**src/rtl/caesar_sram_streamer_pkg.sv**
```systemverilog
// caesar_sram_streamer_pkg: shared widths and FSM state encoding for the SRAM streamer
package caesar_sram_streamer_pkg;
  localparam int AddrWidth = 12;
  localparam int LenWidth  = 13;
  localparam int DataWidth = 32;
  typedef enum logic [2:0] {IDLE, WRITE, READ, FLUSH, DONE} state_e;
endpackage

```
**src/rtl/caesar_stream_fifo.sv**
```systemverilog
// caesar_stream_fifo: small read-return buffer (DEPTH 2..4) with occupancy count
module caesar_stream_fifo
  import caesar_sram_streamer_pkg::*;
#(
  parameter int DEPTH = 2,
  parameter int WIDTH = DataWidth
) (
  input  logic             clk_i,
  input  logic             rst_ni,
  input  logic             push_i,
  input  logic             pop_i,
  input  logic [WIDTH-1:0] data_i,
  output logic [WIDTH-1:0] data_o,
  output logic             full_o,
  output logic             empty_o,
  output logic [2:0]       count_o
);
  logic [WIDTH-1:0] mem_q [DEPTH];
  logic [WIDTH-1:0] mem_d [DEPTH];
  logic [1:0] wr_ptr_q, wr_ptr_d, rd_ptr_q, rd_ptr_d;
  logic [2:0] count_q, count_d;
  logic do_push, do_pop;
  // Pointer/count update; overflowing pushes and underflowing pops are ignored
  always_comb begin
    full_o   = count_q == 3'(DEPTH);
    empty_o  = count_q == 3'd0;
    count_o  = count_q;
    data_o   = mem_q[rd_ptr_q];
    do_push  = push_i && !full_o;
    do_pop   = pop_i && !empty_o;
    mem_d    = mem_q;
    if (do_push) mem_d[wr_ptr_q] = data_i;
    wr_ptr_d = !do_push ? wr_ptr_q : wr_ptr_q == 2'(DEPTH-1) ? 2'd0 : wr_ptr_q + 2'd1;
    rd_ptr_d = !do_pop ? rd_ptr_q : rd_ptr_q == 2'(DEPTH-1) ? 2'd0 : rd_ptr_q + 2'd1;
    count_d  = count_q + 3'(do_push) - 3'(do_pop);
  end
  // State registers with synchronous active-low reset
  always_ff @(posedge clk_i) begin
    if (!rst_ni) begin
      mem_q    <= '{default: '0};
      wr_ptr_q <= '0;
      rd_ptr_q <= '0;
      count_q  <= '0;
    end else begin
      mem_q    <= mem_d;
      wr_ptr_q <= wr_ptr_d;
      rd_ptr_q <= rd_ptr_d;
      count_q  <= count_d;
    end
  end
endmodule

```
**src/rtl/caesar_sram_streamer.sv**
```systemverilog
// caesar_sram_streamer: streams words into or out of a single-port SRAM bank
module caesar_sram_streamer
  import caesar_sram_streamer_pkg::*;
#(
  parameter int NUM_WORDS    = 1024,
  parameter int RD_BUF_DEPTH = 2
) (
  input  logic                 clk_i,
  input  logic                 rst_ni,
  input  logic                 cmd_valid_i,
  output logic                 cmd_ready_o,
  input  logic                 cmd_write_i,
  input  logic [AddrWidth-1:0] cmd_addr_i,
  input  logic [LenWidth-1:0]  cmd_len_i,
  input  logic                 wr_valid_i,
  output logic                 wr_ready_o,
  input  logic [DataWidth-1:0] wr_data_i,
  input  logic [3:0]           wr_be_i,
  output logic                 rd_valid_o,
  input  logic                 rd_ready_i,
  output logic [DataWidth-1:0] rd_data_o,
  output logic                 mem_req_o,
  output logic                 mem_we_o,
  output logic [AddrWidth-1:0] mem_addr_o,
  output logic [DataWidth-1:0] mem_wdata_o,
  output logic [3:0]           mem_be_o,
  output logic                 mem_set_retentive_no,
  input  logic [DataWidth-1:0] mem_rdata_i,
  input  logic                 retain_req_i,
  output logic                 busy_o,
  output logic                 done_o
);
  state_e state_q, state_d;
  logic [AddrWidth-1:0] addr_q, addr_d, addr_nxt;
  logic [LenWidth-1:0] cnt_q, cnt_d;
  logic inflight_q, inflight_d;
  logic cmd_fire, wr_fire, rd_issue, step, fifo_pop, fifo_full, fifo_empty;
  logic [2:0] fifo_count;
  caesar_stream_fifo #(.DEPTH(RD_BUF_DEPTH), .WIDTH(DataWidth)) u_rd_buf (
    .clk_i   (clk_i),
    .rst_ni  (rst_ni),
    .push_i  (inflight_q),
    .pop_i   (fifo_pop),
    .data_i  (mem_rdata_i),
    .data_o  (rd_data_o),
    .full_o  (fifo_full),
    .empty_o (fifo_empty),
    .count_o (fifo_count)
  );
  // Handshakes and SRAM drive; reads are only issued when the buffer has room for every in-flight word
  always_comb begin
    cmd_ready_o          = state_q == IDLE;
    busy_o               = state_q != IDLE;
    done_o               = state_q == DONE;
    wr_ready_o           = state_q == WRITE;
    rd_valid_o           = (state_q == READ || state_q == FLUSH) && !fifo_empty;
    cmd_fire             = cmd_valid_i && cmd_ready_o;
    wr_fire              = wr_valid_i && wr_ready_o;
    rd_issue             = state_q == READ && !fifo_full && (fifo_count + 3'(inflight_q)) < 3'(RD_BUF_DEPTH);
    fifo_pop             = rd_valid_o && rd_ready_i;
    step                 = wr_fire || rd_issue;
    addr_nxt             = addr_q == AddrWidth'(NUM_WORDS - 1) ? '0 : addr_q + 12'd1;
    mem_req_o            = step;
    mem_we_o             = wr_fire;
    mem_addr_o           = addr_q;
    mem_wdata_o          = wr_fire ? wr_data_i : '0;
    mem_be_o             = wr_fire ? wr_be_i : rd_issue ? 4'hF : 4'h0;
    mem_set_retentive_no = !(state_q == IDLE && retain_req_i && !cmd_valid_i);
  end
  // Next-state, address and remaining-count computation
  always_comb begin
    state_d    = state_q;
    addr_d     = step ? addr_nxt : addr_q;
    cnt_d      = step ? cnt_q - 13'd1 : cnt_q;
    inflight_d = rd_issue;
    case (state_q)
      IDLE: if (cmd_fire) begin
        addr_d  = cmd_addr_i;
        cnt_d   = cmd_len_i;
        state_d = cmd_len_i == '0 ? DONE : cmd_write_i ? WRITE : READ;
      end
      WRITE:   state_d = wr_fire && cnt_q == 13'd1 ? DONE : WRITE;
      READ:    state_d = rd_issue && cnt_q == 13'd1 ? FLUSH : READ;
      FLUSH:   state_d = !inflight_q && fifo_empty ? DONE : FLUSH;
      default: state_d = IDLE;
    endcase
  end
  // Control registers; reset aborts any transfer and forgets in-flight reads
  always_ff @(posedge clk_i) begin
    if (!rst_ni) begin
      state_q    <= IDLE;
      addr_q     <= '0;
      cnt_q      <= '0;
      inflight_q <= 1'b0;
    end else begin
      state_q    <= state_d;
      addr_q     <= addr_d;
      cnt_q      <= cnt_d;
      inflight_q <= inflight_d;
    end
  end
endmodule

```
**config.mk**
```make
export PLATFORM = sky130hd
export DESIGN_NAME = caesar_sram_streamer
export DESIGN_NICKNAME = d
export VERILOG_FILES = /design/src/rtl/caesar_sram_streamer_pkg.sv /design/src/rtl/caesar_stream_fifo.sv /design/src/rtl/caesar_sram_streamer.sv
export SDC_FILE = /design/constraint.sdc
export NUM_CORES = 1
export LEC_CHECK = 0
export CORE_MARGIN = 2
export CORE_UTILIZATION = 25
export DETAILED_ROUTE_END_ITERATION = 16
export GPL_ROUTABILITY_DRIVEN = 0
export GPL_TIMING_DRIVEN = 0
export SYNTH_ARGS = -nofsm -noshare
export SYNTH_HDL_FRONTEND = slang
export SYNTH_SLANG_ARGS = --single-unit
```
**constraint.sdc**
```tcl
create_clock -name clk_i -period 2.9 [get_ports clk_i]
set_clock_uncertainty 0.15 [all_clocks]
set_input_delay 0.29 -clock clk_i [delete_from_list [all_inputs] [get_ports clk_i]]
set_output_delay 0.29 -clock clk_i [all_outputs]
set_load 0.02 [all_outputs]
```
==> impl_metrics.toml <==
[synthesis]
synth_cell_types = 46
yosys_warnings = 0
synth_enable_flop_cells = 0
syn_avg_cell_area_um2 = 7.87
ys_ff_latch = 99
syn_inst = 612
async_flop_share_pct = 0
ys.flop_type = "dfxtp_1"
synth_nets = 719
syn_area_um2 = 4820
yosysSeqAreaShare_pct = 41.1

[place]
port_buffers = 186
post-dp-hpwl_um = 11400
dp.cells = 1058
place_area_um2 = 7000
pre_cts_ws_ps = -47.3

[sta]
setup_viol = 0
period_minus_slack_ps = 2750
drv_slew = 0
slew_headroom_pct = 38.8
rsz0062_at_grt = "false"
hold_viol = 0
worst_slew_pin_slew_ps = 909
fin_crit_sh_pct = 94.9
fmax_ghz = 0.363
setup_ws_ps = 147

[global_route]
top_usage_layer = "met2"
grt_pass1_wl_um = 23700
grt_util_met1_pct = 19.4
gr-usage-met3_pct = 3.52
grt_max_degree = 19
grt_pass1_vias = 4628
grt_use_met2_pct = 24.1
overflow = 0
grt_use_total_pct = 14.8
antenna_found_initial = 0

[pwr]
ir_drop_mv = 0.239
p_per_area_nw_per_um2 = 475
total_power_mw = 3.48
leakage_nw = 2.87

[detailed_routing]
ant_nets = 0
wirelength_um = 15100
vias = 4762
drc = 0
drt-wirelength-per-cell_um = 14.0
viasPerCell = 4.43
drtIter0Drc = 288
first_pass_iters = 4

[worst_setup_path]
r2r-start = "u_rd_buf.count_o[1]"
critPathRequiredTime_ps = 2460
crit_slowest_cell = "clkdlybuf4s50_1"
slowest_delay_ps = 570
crit_fanout = 10
r2r_slack_ps = 410
reg2regPathDepth = 10
path_cells = "clkbuf_1, clkbuf_2, mux2_2, clkdlybuf4s50_1"
critPathArrivalTime_ps = 2310
path_class = "flop to output port"
startpoint_type = "flop"
critPathCaptureType = "output port"
reg2reg_to = "u_rd_buf.count_o[2]"

[min_path]
whs_endpoint = "mem_addr_o[5]"
min_path_cells = 3
min_from = "rst_ni"
min_path_type = "input port to flop"

[cells_and_area]
final_common_cell = "clkdlybuf4s50_1"
final_cell_mix = "clkdlybuf4s50_1 (156), nand2_1 (155), dfxtp_1 (99)"
finalNonFillerCells = 1074
num_antenna_cells = 0
postLayoutCoreUtil_pct = 38.9
synthToLayoutAreaGrowth_pct = 52.0
fin_area_um2 = 7320
fin_nets = 916
drive_above_1_share_pct = 9.09
fill_cells = 1956

[floorplan]
die_height_um = 143
core_area_um2 = 18800
rows = 50
die_area_um2 = 20400
initial_core_util_pct = 25.6
io_pins = 188
fp.dieW_um = 143

[cts]
postCtsSetupRepairBufs = 0
clock-sinks = 99
clk_pin_slew_ps = 70
cts_tree = "done"
root_buffer = "clkbuf_16"
htreeDepth = 3
clock_latency_ps = 340
cts_buffers = 9
cts_buffer_depth = 2

[status]
outcome = "finished clean"

[job]
cap_violations = 0
-- cells in the mapped netlist (3+ instances only) --
| cell type | count | area (um2) |
|---|---|---|
| nand2_1 | 155 | 582 |
| dfxtp_1 | 99 | 1980 |
| a21oi_1 | 84 | 420 |
| and2_1 | 39 | 244 |
| mux2_2 | 32 | 360 |
| clkbuf_1 | 30 | 113 |
| nor2_1 | 24 | 90.1 |
| o21ai_0 | 20 | 100 |
| xnor2_1 | 18 | 158 |
| nor3_1 | 12 | 60.1 |
| inv_1 | 9 | 33.8 |
| buf_2 | 8 | 40.0 |
| nand3_1 | 8 | 40.0 |
| ha_1 | 6 | 75.1 |
| nor4_1 | 6 | 37.5 |
| a211oi_1 | 5 | 37.5 |
| and3_1 | 4 | 25.0 |
| nand2b_1 | 4 | 25.0 |
| nand3b_1 | 4 | 30.0 |
| nor3b_1 | 4 | 30.0 |
| xor2_1 | 4 | 35.0 |
| a31oi_1 | 3 | 18.8 |
| buf_1 | 3 | 11.3 |
| nand4_1 | 3 | 18.8 |
| or3_1 | 3 | 18.8 |
-- logic make-up after synthesis --
group,Yosys count,synth area share [%]
compound gates,121,13.5
simple gates,279,27.6
xor+xnor,22,4.00
flops,99,41.1
mux,32,7.48
buf+inv,52,4.26
fa+ha+maj,7,1.97
-- routing by layer --
layer | wire (um) | up-vias
met1 | 6900 | 2160
met2 | 7030 | 155
met4 | 179 | 0
met5 | 0 | -
li1 | - | 2436
met3 | 948 | 11
-- power by group --
group | switching [mW] | internal (mW) | leakage [nW] | total (mW)
combinational | 0.421 | 0.395 | 1.93 | 0.816
clock | 0.564 | 0.600 | 0.136 | 1.16
sequential | 0.0657 | 1.43 | 0.804 | 1.50
total | 1.05 | 2.43 | 2.87 | 3.48
-- cell type report --
cell class / instances / area (um2) / share of cell area (%)
clock inverters: 6 / 53.8 / 0.735
repair buffers: 186 / 1880 / 25.6
multi-input cells: 461 / 2640 / 36.0
inverters: 11 / 42.5 / 0.581
flip-flops and latches: 99 / 1980 / 27.1
well taps: 260 / 325 / 4.44
plain buffers: 41 / 175 / 2.39
clock buffers: 10 / 229 / 3.13
-- worst max path at each step --
stage,cells past startpoint,endpoint,from
after global routing,4,rd_data_o[8],u_rd_buf.rd_ptr_q[0]
after CTS,7,mem_wdata_o[15],state_q[1]
after global placement,6,mem_wdata_o[6],wr_valid_i
final,4,rd_data_o[22],u_rd_buf.rd_ptr_q[0]
after floorplan,11,u_rd_buf.count_o[2],state_q[1]
after detailed placement,6,mem_wdata_o[6],wr_valid_i
-- per-stage QoR --
| stage | TNS (ps) | hold slack [ps] |
|---|---|---|
| 2_1_floorplan | 0 | 276 |
| 3_3_place_gp | -450 | 288 |
| 3_5_place_dp | -140 | 294 |
| 4_1_cts | 0 | 252 |
| 5_1_grt | 0 | 292 |
| 6_report | 0 | 245 |
-- flip-flops by register name (all words and copies together), names as in the netlist --
signal / flops
cnt_q: 13
u_rd_buf.rd_ptr_q: 1
u_rd_buf.wr_ptr_q: 2
inflight_q: 1
u_rd_buf.count_o: 3
state_q: 3
u_rd_buf.mem_q: 64
mem_addr_o: 12
-- worst max-delay path, delay by kind of cell, from the launching register on --
kind,cells,cell delay [ps]
DFF,1,310
muxes,1,380
buffers and inverters,3,1280
-- what timing repair did --
action                     4_1_cts  5_1_grt
hold buffers                     0        0
pin swaps                        0        0
gates resized for setup         26       15
setup endpoints to repair       54       14
Power figures use the tool's default switching activity.
